$ cat config.mk
export PLATFORM = sky130hd
export DESIGN_NAME = spi_axis_reader
export DESIGN_NICKNAME = d
export VERILOG_FILES = /design/src/rtl/spi_axis_reader.sv
export SDC_FILE = /design/constraint.sdc
export NUM_CORES = 1
export LEC_CHECK = 0
export ABC_CLOCK_PERIOD_IN_PS = 7200
export BUFFER_PORTS_ARGS = -buffer_cell sky130_fd_sc_hd__buf_2
export CAP_MARGIN = 20
export CORE_ASPECT_RATIO = 1.4
export CORE_MARGIN = 8
export CORE_UTILIZATION = 59
export DETAILED_ROUTE_END_ITERATION = 7
export GPL_ROUTABILITY_DRIVEN = 1
export GPL_TIMING_DRIVEN = 0
export PLACE_DENSITY = 0.79
export RECOVER_POWER = 25
export SLEW_MARGIN = 15
export SYNTH_ARGS = -nofsm -noshare
export SYNTH_HDL_FRONTEND = slang
export SYNTH_SLANG_ARGS = --single-unit
$ cat constraint.sdc
create_clock -name CLK -period 7.2 [get_ports CLK]
set_input_delay 2.16 -clock CLK [delete_from_list [all_inputs] [get_ports CLK]]
set_output_delay 2.16 -clock CLK [all_outputs]
set_load 0.02 [all_outputs]
$ cat src/rtl/spi_axis_reader.sv
// ---------------------------------------------------------------------------
// spi_axis_reader
//
// Purpose:
//   Configures a three-axis SPI sensor once after reset. It then reads the
//   six axis data bytes at a fixed period. The bytes are assembled into
//   signed 16-bit samples, and all three samples are presented together
//   with a one-cycle VALID strobe.
//
// Ports:
//   CLK       in   system clock, every register uses its rising edge
//   RST       in   asynchronous active-high reset
//   SPI_MISO  in   sensor serial data out
//   SPI_SCK   out  serial clock, SPI mode 3 (idles high)
//   SPI_MOSI  out  serial data to the sensor
//   SPI_CS_N  out  chip select, active low
//   OUT_X/Y/Z out  last complete axis samples, signed 16-bit
//   VALID     out  one-cycle pulse in the cycle OUT_X/Y/Z take new values
//   BUSY      out  high while SPI_CS_N is low
//
// Parameters:
//   CLK_DIV   CLK cycles per SCK half-period (2..255)
//   PERIOD    CLK cycles between read starts, CS_N fall to CS_N fall
//             (must exceed 120*CLK_DIV so that a read always fits)
// ---------------------------------------------------------------------------
module spi_axis_reader #(
  parameter int CLK_DIV = 6,
  parameter int PERIOD  = 120000
) (
  input  logic               CLK,
  input  logic               RST,
  input  logic               SPI_MISO,
  output logic               SPI_SCK,
  output logic               SPI_MOSI,
  output logic               SPI_CS_N,
  output logic signed [15:0] OUT_X,
  output logic signed [15:0] OUT_Y,
  output logic signed [15:0] OUT_Z,
  output logic               VALID,
  output logic               BUSY
);

  typedef enum logic [2:0] {
    IDLE,
    INIT,
    WAIT,
    READ,
    UPDATE
  } state_t;

  // Phases of one transaction. LEAD is the single high stretch after CS_N
  // falls. LOW and HIGH repeat once per bit. The high phase of the last bit
  // doubles as the trailing SCK-high time before CS_N rises.
  typedef enum logic [1:0] {
    PH_LEAD,
    PH_LOW,
    PH_HIGH
  } phase_t;

  localparam int              PW         = $clog2(PERIOD);
  localparam logic [7:0]      DIV_LAST   = 8'(CLK_DIV - 1);
  localparam logic [PW-1:0]   PER_LAST   = PW'(PERIOD - 1);

  // The configuration write sends register address 0x20 followed by 0x77.
  // The read sends the auto-increment read command 0xE8. It is followed by
  // zeros while the six data bytes are shifted in.
  localparam logic [15:0]     INIT_WORD  = 16'h2077;
  localparam logic [15:0]     READ_WORD  = 16'hE800;
  localparam logic [5:0]      INIT_LAST  = 6'd15;
  localparam logic [5:0]      READ_LAST  = 6'd55;

  state_t          state;
  state_t          state_next;

  logic            start_init;
  logic            start_read;
  logic            load_out;

  logic            xfer_active;
  phase_t          phase;
  logic [7:0]      div_cnt;
  logic [5:0]      bit_cnt;
  logic [5:0]      last_idx;
  logic [15:0]     tx_shift;
  logic [15:0]     tx_word;
  logic [47:0]     rx_shift;
  logic            xfer_end;

  logic [PW-1:0]   per_cnt;
  logic            per_run;
  logic            tick;
  logic            pending;

  // The last CLK cycle of a transaction: the final bit's high phase expires
  // here, and CS_N rises on the following edge.
  assign xfer_end = xfer_active && (phase == PH_HIGH) &&
                    (div_cnt == DIV_LAST) && (bit_cnt == last_idx);

  assign tx_word  = start_init ? INIT_WORD : READ_WORD;

  // The period counter only runs once configuration has finished. It is
  // held at zero through IDLE and INIT, so it reads 0 in the first WAIT
  // cycle.
  assign per_run  = (state != IDLE) && (state != INIT);
  assign tick     = per_run && (per_cnt == PER_LAST);

  assign BUSY     = ~SPI_CS_N;

  // State register.
  always_ff @(posedge CLK or posedge RST) begin
    if (RST) begin
      state <= IDLE;
    end else begin
      state <= state_next;
    end
  end

  // Next-state logic. READ always finishes through UPDATE, so that the three
  // axis registers change together in one cycle.
  always_comb begin
    state_next = state;
    unique case (state)
      IDLE:    state_next = INIT;
      INIT:    if (xfer_end) state_next = WAIT;
      WAIT:    if (tick || pending) state_next = READ;
      READ:    if (xfer_end) state_next = UPDATE;
      UPDATE:  state_next = WAIT;
      default: state_next = IDLE;
    endcase
  end

  // Output decode. The transaction starts are issued on the same edge as
  // the state change, so CS_N falls together with entry into INIT or READ.
  always_comb begin
    start_init = 1'b0;
    start_read = 1'b0;
    load_out   = 1'b0;
    VALID      = 1'b0;
    unique case (state)
      IDLE:    start_init = 1'b1;
      WAIT:    start_read = tick || pending;
      READ:    load_out   = xfer_end;
      UPDATE:  VALID      = 1'b1;
      default: ;
    endcase
  end

  // Free-running period counter. It wraps every PERIOD cycles. Because
  // the counter wraps on the same edge that starts a read, read starts
  // are exactly PERIOD cycles apart.
  always_ff @(posedge CLK or posedge RST) begin
    if (RST) begin
      per_cnt <= '0;
    end else if (!per_run) begin
      per_cnt <= '0;
    end else if (per_cnt == PER_LAST) begin
      per_cnt <= '0;
    end else begin
      per_cnt <= per_cnt + 1'b1;
    end
  end

  // A tick that lands outside WAIT is remembered here until the block is
  // back in WAIT. A single flag means that at most one start is ever
  // owed.
  always_ff @(posedge CLK or posedge RST) begin
    if (RST) begin
      pending <= 1'b0;
    end else if (start_read) begin
      pending <= 1'b0;
    end else if (tick) begin
      pending <= 1'b1;
    end
  end

  // SPI transaction engine.
  // - div_cnt times each half-period.
  // - MOSI moves only when SCK falls. The first bit is set up together
  //   with CS_N falling, so the first SCK fall leaves MOSI alone.
  // - MISO is captured on the edge that raises SCK. The read clocks 56 bits
  //   through a 48-bit register, so the command byte falls off the top and
  //   the six data bytes remain, with the first byte received in the top
  //   byte.
  always_ff @(posedge CLK or posedge RST) begin
    if (RST) begin
      xfer_active <= 1'b0;
      SPI_CS_N    <= 1'b1;
      SPI_SCK     <= 1'b1;
      SPI_MOSI    <= 1'b0;
      phase       <= PH_LEAD;
      div_cnt     <= '0;
      bit_cnt     <= '0;
      last_idx    <= '0;
      tx_shift    <= '0;
      rx_shift    <= '0;
    end else if (start_init || start_read) begin
      xfer_active <= 1'b1;
      SPI_CS_N    <= 1'b0;
      SPI_SCK     <= 1'b1;
      SPI_MOSI    <= tx_word[15];
      tx_shift    <= {tx_word[14:0], 1'b0};
      phase       <= PH_LEAD;
      div_cnt     <= '0;
      bit_cnt     <= '0;
      last_idx    <= start_init ? INIT_LAST : READ_LAST;
    end else if (xfer_active) begin
      if (div_cnt != DIV_LAST) begin
        div_cnt <= div_cnt + 1'b1;
      end else begin
        div_cnt <= '0;
        unique case (phase)
          PH_LEAD: begin
            SPI_SCK <= 1'b0;
            phase   <= PH_LOW;
          end
          PH_LOW: begin
            SPI_SCK  <= 1'b1;
            phase    <= PH_HIGH;
            rx_shift <= {rx_shift[46:0], SPI_MISO};
          end
          PH_HIGH: begin
            if (bit_cnt == last_idx) begin
              xfer_active <= 1'b0;
              SPI_CS_N    <= 1'b1;
              SPI_MOSI    <= 1'b0;
              phase       <= PH_LEAD;
              bit_cnt     <= '0;
            end else begin
              bit_cnt  <= bit_cnt + 1'b1;
              SPI_SCK  <= 1'b0;
              SPI_MOSI <= tx_shift[15];
              tx_shift <= {tx_shift[14:0], 1'b0};
              phase    <= PH_LOW;
            end
          end
          default: phase <= PH_LEAD;
        endcase
      end
    end
  end

  // The axis registers load only on the last edge of a completed read, so
  // a half-received frame is never visible. Byte order on the wire is
  // XL, XH, YL, YH, ZL, ZH, and each sample is {H, L}.
  always_ff @(posedge CLK or posedge RST) begin
    if (RST) begin
      OUT_X <= '0;
      OUT_Y <= '0;
      OUT_Z <= '0;
    end else if (load_out) begin
      OUT_X <= {rx_shift[39:32], rx_shift[47:40]};
      OUT_Y <= {rx_shift[23:16], rx_shift[31:24]};
      OUT_Z <= {rx_shift[7:0],   rx_shift[15:8]};
    end
  end

endmodule

==> flow_summary.ini, run 1 <==
[status]
status = complete, but fails checks
failed_checks = max-capacitance violations, max-slew violations

[drt]
ant_nets = 0
wl_um = 11770
vias = 3976
wl_per_cell_um = 16.55
drc = 0
drt_first_pass_iters = 5
via_per_inst = 5.592
dr.first_iter.drc_count = 118

[power_and_ir_drop]
leakagePower_nw = 3.781
ir_worst_vdd_v = 0.0001943
power_mw = 1.782
power_density_mw_per_mm2 = 236.9

[global_route]
grt_pass1_wl_um = 20600
grt_pass1_vias = 4308
track_usage_pct = 17.19
grt_max_degree = 88
antenna_found_initial = 0
grt-ovfl-total = 0

[placement]
place_ws_ps = 4032
gp_congestion = 0.7981
portBuffers = 55
dp_hpwl_um = 7899
dp_cells = 680
place_area_mm2 = 0.006957

[setup_path]
cpMaxStageDelayCell = clkinvlp_2
crit_path_start_kind = input pin
crit_path_max_fanout = 69
crit_chain = buf_2 > clkinvlp_2
crit_type = input pin to async pin
crit_required_ps = 7230
arrival_ps = 3980
path_buf_inv = 2
crit_family = buffers and inverters
slowest_delay_ps = 1670
end_kind = async pin

[timing]
rsz0062_at_grt = no
hold_viol = 0
fin_ws_ps = 3251
finalMaxSlewViolations = 69
tns_ps = 0
period_share_pct = 54.85
fin_skew_ps = 9.525
final.min_clock_period_ps = 3949
timing.hold.ws_ps = 477.0
slew_headroom_pct = -99.39
worst_pin_slew_ps = 2975
fmax_ghz = 0.2532
setup_viol = 0

[clock_tree]
cts_resized = 0
htreeDepth = 4
post_cts_buffers = 0
cts_tree = done
clk_pin_slew_worst_paths_ps = 60
clock_path_buffers = 2
cts_sinks = 155
clk-insertion-delay-late_ps = 410
root_buffer = clkbuf_16
hold_buffers = 0
numCtsBuffers = 17

[yosys]
synthCells = 483
synth_flop_cell = dfrtp_1
synth_area_mm2 = 0.006470
syn_nets = 490
ys_warn_count = 0
synth_edf_count = 0
ys_ff_latch = 155
ys_seq_area_share_pct = 59.99
synth-async-reset-ratio_pct = 100.0
synth.avg_cell_area_um2 = 13.40
ys_types = 51

[finish]
layoutNonFillerInstCount = 711
drive_gt1_share_pct = 33.51
final_area_mm2 = 0.007520
area_growth_pct = 16.23
final_util_pct = 69.92
fill_cells = 714
nNetsFinal = 565
num_antenna_cells = 0

[die]
core-area_mm2 = 0.01075
die_h_um = 139.9
fp.dieArea_mm2 = 0.01462
io_pins = 56
start_util_pct = 60.16
fp-row-count = 45
die_w_um = 104.5

[run]
maxCapViolations = 1

[min_path]
min_path_type = flop to flop
-- area by class of cell --
cell class	count	area, um^2	area share, %
multi-input cells	300	2392	31.81
flip-flops and latches	155	3881	51.61
well taps	141	176.4	2.346
clock buffers	20	466.7	6.206
plain buffers	21	137.6	1.830
inverters	7	27.53	0.3661
clock inverters	11	135.1	1.797
repair buffers	56	302.8	4.027
-- per-layer routing --
metal / vias up / track usage, % / wire length [um]
li1: 1859 / - / -
met1: 2046 / 19.59 / 4894
met2: 58 / 30.09 / 6340
met3: 13 / 4.913 / 385
met4: 0 / 5.891 / 148
met5: - / 0 / 0
-- cell usage after synthesis, types with 5 or more instances --
library cell | instances | area share [%]
mux2_2 | 84 | 15
and3_1 | 10 | 0.97
buf_4 | 6 | 0.70
mux2i_1 | 15 | 2.3
inv_1 | 7 | 0.41
mux2_1 | 13 | 2.3
xor2_1 | 15 | 2.0
nand4_1 | 7 | 0.68
nor2_1 | 34 | 2.0
nand3_1 | 11 | 0.85
clkbuf_1 | 6 | 0.35
o21ai_0 | 14 | 1.1
nand2_1 | 22 | 1.3
dfrtp_1 | 153 | 59
buf_6 | 5 | 0.87
a21oi_1 | 16 | 1.2
-- path summary, 6_finish.rpt --
check	end	slack, ps	depth (start not counted)	start
setup / recovery	div_cnt[2]	3250	2	RST
hold reg to reg	SPI_CS_N	480	2	SPI_CS_N
hold / removal	SPI_CS_N	480	2	SPI_CS_N
max in group CLK	VALID	3600	3	state[1]
min in group asynchronous	per_cnt[12]	2600	2	RST
setup reg to reg	OUT_Z[4]	3980	8	div_cnt[3]
-- registers in the layout, summed over array words and instances (netlist names), 2 cells and up --
name      flops
state         3
rx_shift     48
bit_cnt       6
tx_shift     15
per_cnt      17
phase         2
OUT_X        16
last_idx      3
OUT_Y        16
div_cnt       8
OUT_Z        16
-- cell families (layout without fill, tap and decap cells) --
logic type | count (synthesis) | after routing | synth area share (%)
AO/OA/AOI/OAI | 48 | 48 | 4.738
XOR/XNOR | 19 | 19 | 2.572
adder cells (fa/ha/maj) | 4 | 4 | 0.7736
buffers and inverters | 28 | 115 | 2.630
flip-flops | 155 | 155 | 59.99
multiplexers | 112 | 112 | 19.20
AND/OR/NAND/NOR | 117 | 117 | 10.09
-- where the power goes --
part | internal [mW] | switching [mW] | leakage [nW]
registers | 0.873 | 0.000977 | 2.08
logic | 0.00322 | 0.0163 | 1.41
clock network | 0.541 | 0.347 | 0.286
total | 1.42 | 0.364 | 3.78
-- cells in the final DEF (no fill, tap or decap), types with 4 or more instances in the layout --
cell       synthesis  final
clkbuf_16          0     17
mux2_2            84     84
xnor2_1            4      4
mux2_1            13     13
o21ai_0           14     15
nand3_1           11     12
buf_2              4     57
ha_1               4      4
nand2_1           22     22
nand4_1            7      7
mux2i_1           15     15
and3_1            10     10
nor2_1            34     34
clkbuf_1           6      9
inv_1              7      6
buf_6              5      5
buf_4              6      5
dfrtp_1          153    153
a21oi_1           16     16
xor2_1            15     15
No activity file was read; power rests on OpenSTA's default activity.
==> run 2, diff against run 1 <==
--- a/config.mk
+++ b/config.mk
@@ -5,7 +5,7 @@
 export SDC_FILE = /design/constraint.sdc
 export NUM_CORES = 1
 export LEC_CHECK = 0
-export ABC_CLOCK_PERIOD_IN_PS = 7200
+export ABC_CLOCK_PERIOD_IN_PS = 3840
 export BUFFER_PORTS_ARGS = -buffer_cell sky130_fd_sc_hd__buf_2
 export CAP_MARGIN = 20
 export CORE_ASPECT_RATIO = 1.4
==> constraint.sdc (replaced) <==
create_clock -name CLK -period 3.84 [get_ports CLK]
set_input_delay 1.152 -clock CLK [delete_from_list [all_inputs] [get_ports CLK]]
set_output_delay 1.152 -clock CLK [all_outputs]
set_load 0.02 [all_outputs]
==> flow_summary.ini, run 2 (synthesis gave the netlist of run 1 again) <==
[status]
status = completed

[drt]
dr.first_iter.drc_count = 188
wl_met1_um = 4834
drt_first_pass_iters = 4
met3_length_um = 457
ant_nets = 0
vias = 4023
wl_um = 12130
wl_met2_um = 6602
drc = 0
via_per_inst = 5.634
wl_per_cell_um = 16.98
top_layer = met4

[finish]
largest_register_ffs = 48
drive_gt1_share_pct = 34.90
nNetsFinal = 568
mostFrequentLayoutCells = dfrtp_1, mux2_2, buf_2, nor2_1, nand2_1
final_util_pct = 70.46
reg_top3 = rx_shift (48), per_cnt (17)
final_area_mm2 = 0.007577
layoutNonFillerInstCount = 714
num_antenna_cells = 0
area_growth_pct = 17.11
mostFrequentLayoutCell = dfrtp_1
regMostFlops = rx_shift

[power_and_ir_drop]
power_mw = 3.304
leakagePower_nw = 3.824
p_sw_mw = 0.7399
ir_worst_vdd_v = 0.0004424
pwr-share-comb_pct = 1.3
p_int_mw = 2.564
pwr-share-seq_pct = 49.6
swShare_pct = 22.40
clkPwrFrac_pct = 49.1
power_density_mw_per_mm2 = 436.0

[setup_path]
critPathLaunch = div_cnt[3]
crit_top_cell = buf_6
arrival_ps = 2940
slowest_delay_ps = 450
r2r_end = OUT_Z[0]
rrSetupSlack_ps = 1200
crit_path_max_fanout = 10
cpMaxStageDelayCell = dfrtp_1
crit_family = simple AND/OR/NAND/NOR gates
r2r-start = div_cnt[3]
crit_required_ps = 4130
end_kind = flop
critPathCapture = OUT_Z[0]
reg2regPathDepth = 8
crit_chain = nor4_4 > and4b_1 > buf_2 > nand3_2 > nor3_4 > buf_6 > buf_6 > mux2_1
crit_path_start_kind = flop
path_buf_inv = 3
crit_type = flop to flop
crit_cells = 8

[timing]
worst_pin_slew_ps = 1084
setup_viol = 0
period_share_pct = 68.82
rsz0062_at_grt = no
finalMaxSlewViolations = 0
slew_headroom_pct = 27.34
fmax_ghz = 0.3784
hold_viol = 0
fin_skew_ps = 11.34
final.min_clock_period_ps = 2643

[placement]
portBuffers = 55
gp_congestion = 0.7958
dp_cells = 683
dp_hpwl_um = 8213
place_area_mm2 = 0.007005

[die]
die_w_um = 104.5
fp.dieArea_mm2 = 0.01462
start_util_pct = 60.16
core-area_mm2 = 0.01075
io_pins = 56
die_h_um = 139.9
fp-row-count = 45

[global_route]
antenna_found_initial = 0
grt_pass1_wl_um = 20800
grt_pass1_vias = 4349
grt-ovfl-total = 0
track_usage_pct = 17.39
grt_max_degree = 37

[run]
maxCapViolations = 0

[clock_tree]
clk-insertion-delay-late_ps = 420
cts_resized = 0
root_buffer = clkbuf_16
cts_sinks = 155
hold_buffers = 0
cts_tree = done
clock_path_buffers = 2
clk_pin_slew_worst_paths_ps = 70
numCtsBuffers = 17
htreeDepth = 4
post_cts_buffers = 0

[min_path]
min_path_type = flop to flop
==> run 2: cell types whose count changed in the layout (fill, tap and decap cells not counted), sizes merged <==
cell      before  now
clkinvlp       4    2
clkinv         3    2
clkbuf        29   23
bufinv         2    1
inv            9   16
buf           68   74
==> run 2: how the worst min path moves through the flow <==
stage / startpoint / end / slack [ps] / cells after the start
3_3_place_gp: OUT_Z[8] / OUT_Z[8] / 460 / 1
3_5_place_dp: OUT_Z[6] / OUT_Z[6] / 470 / 1
6_report: SPI_CS_N / SPI_CS_N / 480 / 2
4_1_cts: SPI_CS_N / SPI_CS_N / 480 / 2
2_1_floorplan: tx_shift[13] / tx_shift[14] / 460 / 1
5_1_grt: OUT_Z[6] / OUT_Z[6] / 510 / 1
==> run 2: per-stage QoR <==
step	TNS (ps)	worst slack, ps	hold slack [ps]
floorplan	0	730.7	458.1
global placement	-10870	-82.47	462.3
detailed placement	0	1248	470.6
CTS	0	1202	480.6
global route	0	1064	507.2
finish	0	1197	477.6
==> run 2: worst reg2reg max path: cells and delay by family (launching register included) <==
| kind | cells | cell delay (ps) |
|---|---|---|
| AND/OR/NAND/NOR | 4 | 1150 |
| buffers and inverters | 3 | 570 |
| flip-flops | 1 | 450 |
| multiplexers | 1 | 350 |
==> run 2: layout make-up <==
cell class	count	area (um^2)
clock buffer	17	425.4
clock inverter	14	148.9
inverter	7	27.53
fill	707	3177
timing repair buffer	59	355.3
tap	141	176.4
sequential	155	3881
buffer	21	143.9
multi-input combinational	300	2419
==> run 2: power groups by stage <==
stage               clock network, mW  logic, mW  registers (mW)
finish                           1.62     0.0433            1.64
global route                     1.71     0.0518            1.64
CTS                              1.65     0.0461            1.64
detailed placement                  0     0.0460            1.67
global placement                    0     0.0346            1.67
floorplan                           0     0.0262            1.67
==> run 2: per-layer routing <==
metal | vias up | track usage (%)
li1 | 1889 | -
met1 | 2057 | 19.24
met2 | 61 | 30.83
met3 | 16 | 4.959
met4 | 0 | 6.580
met5 | - | 0
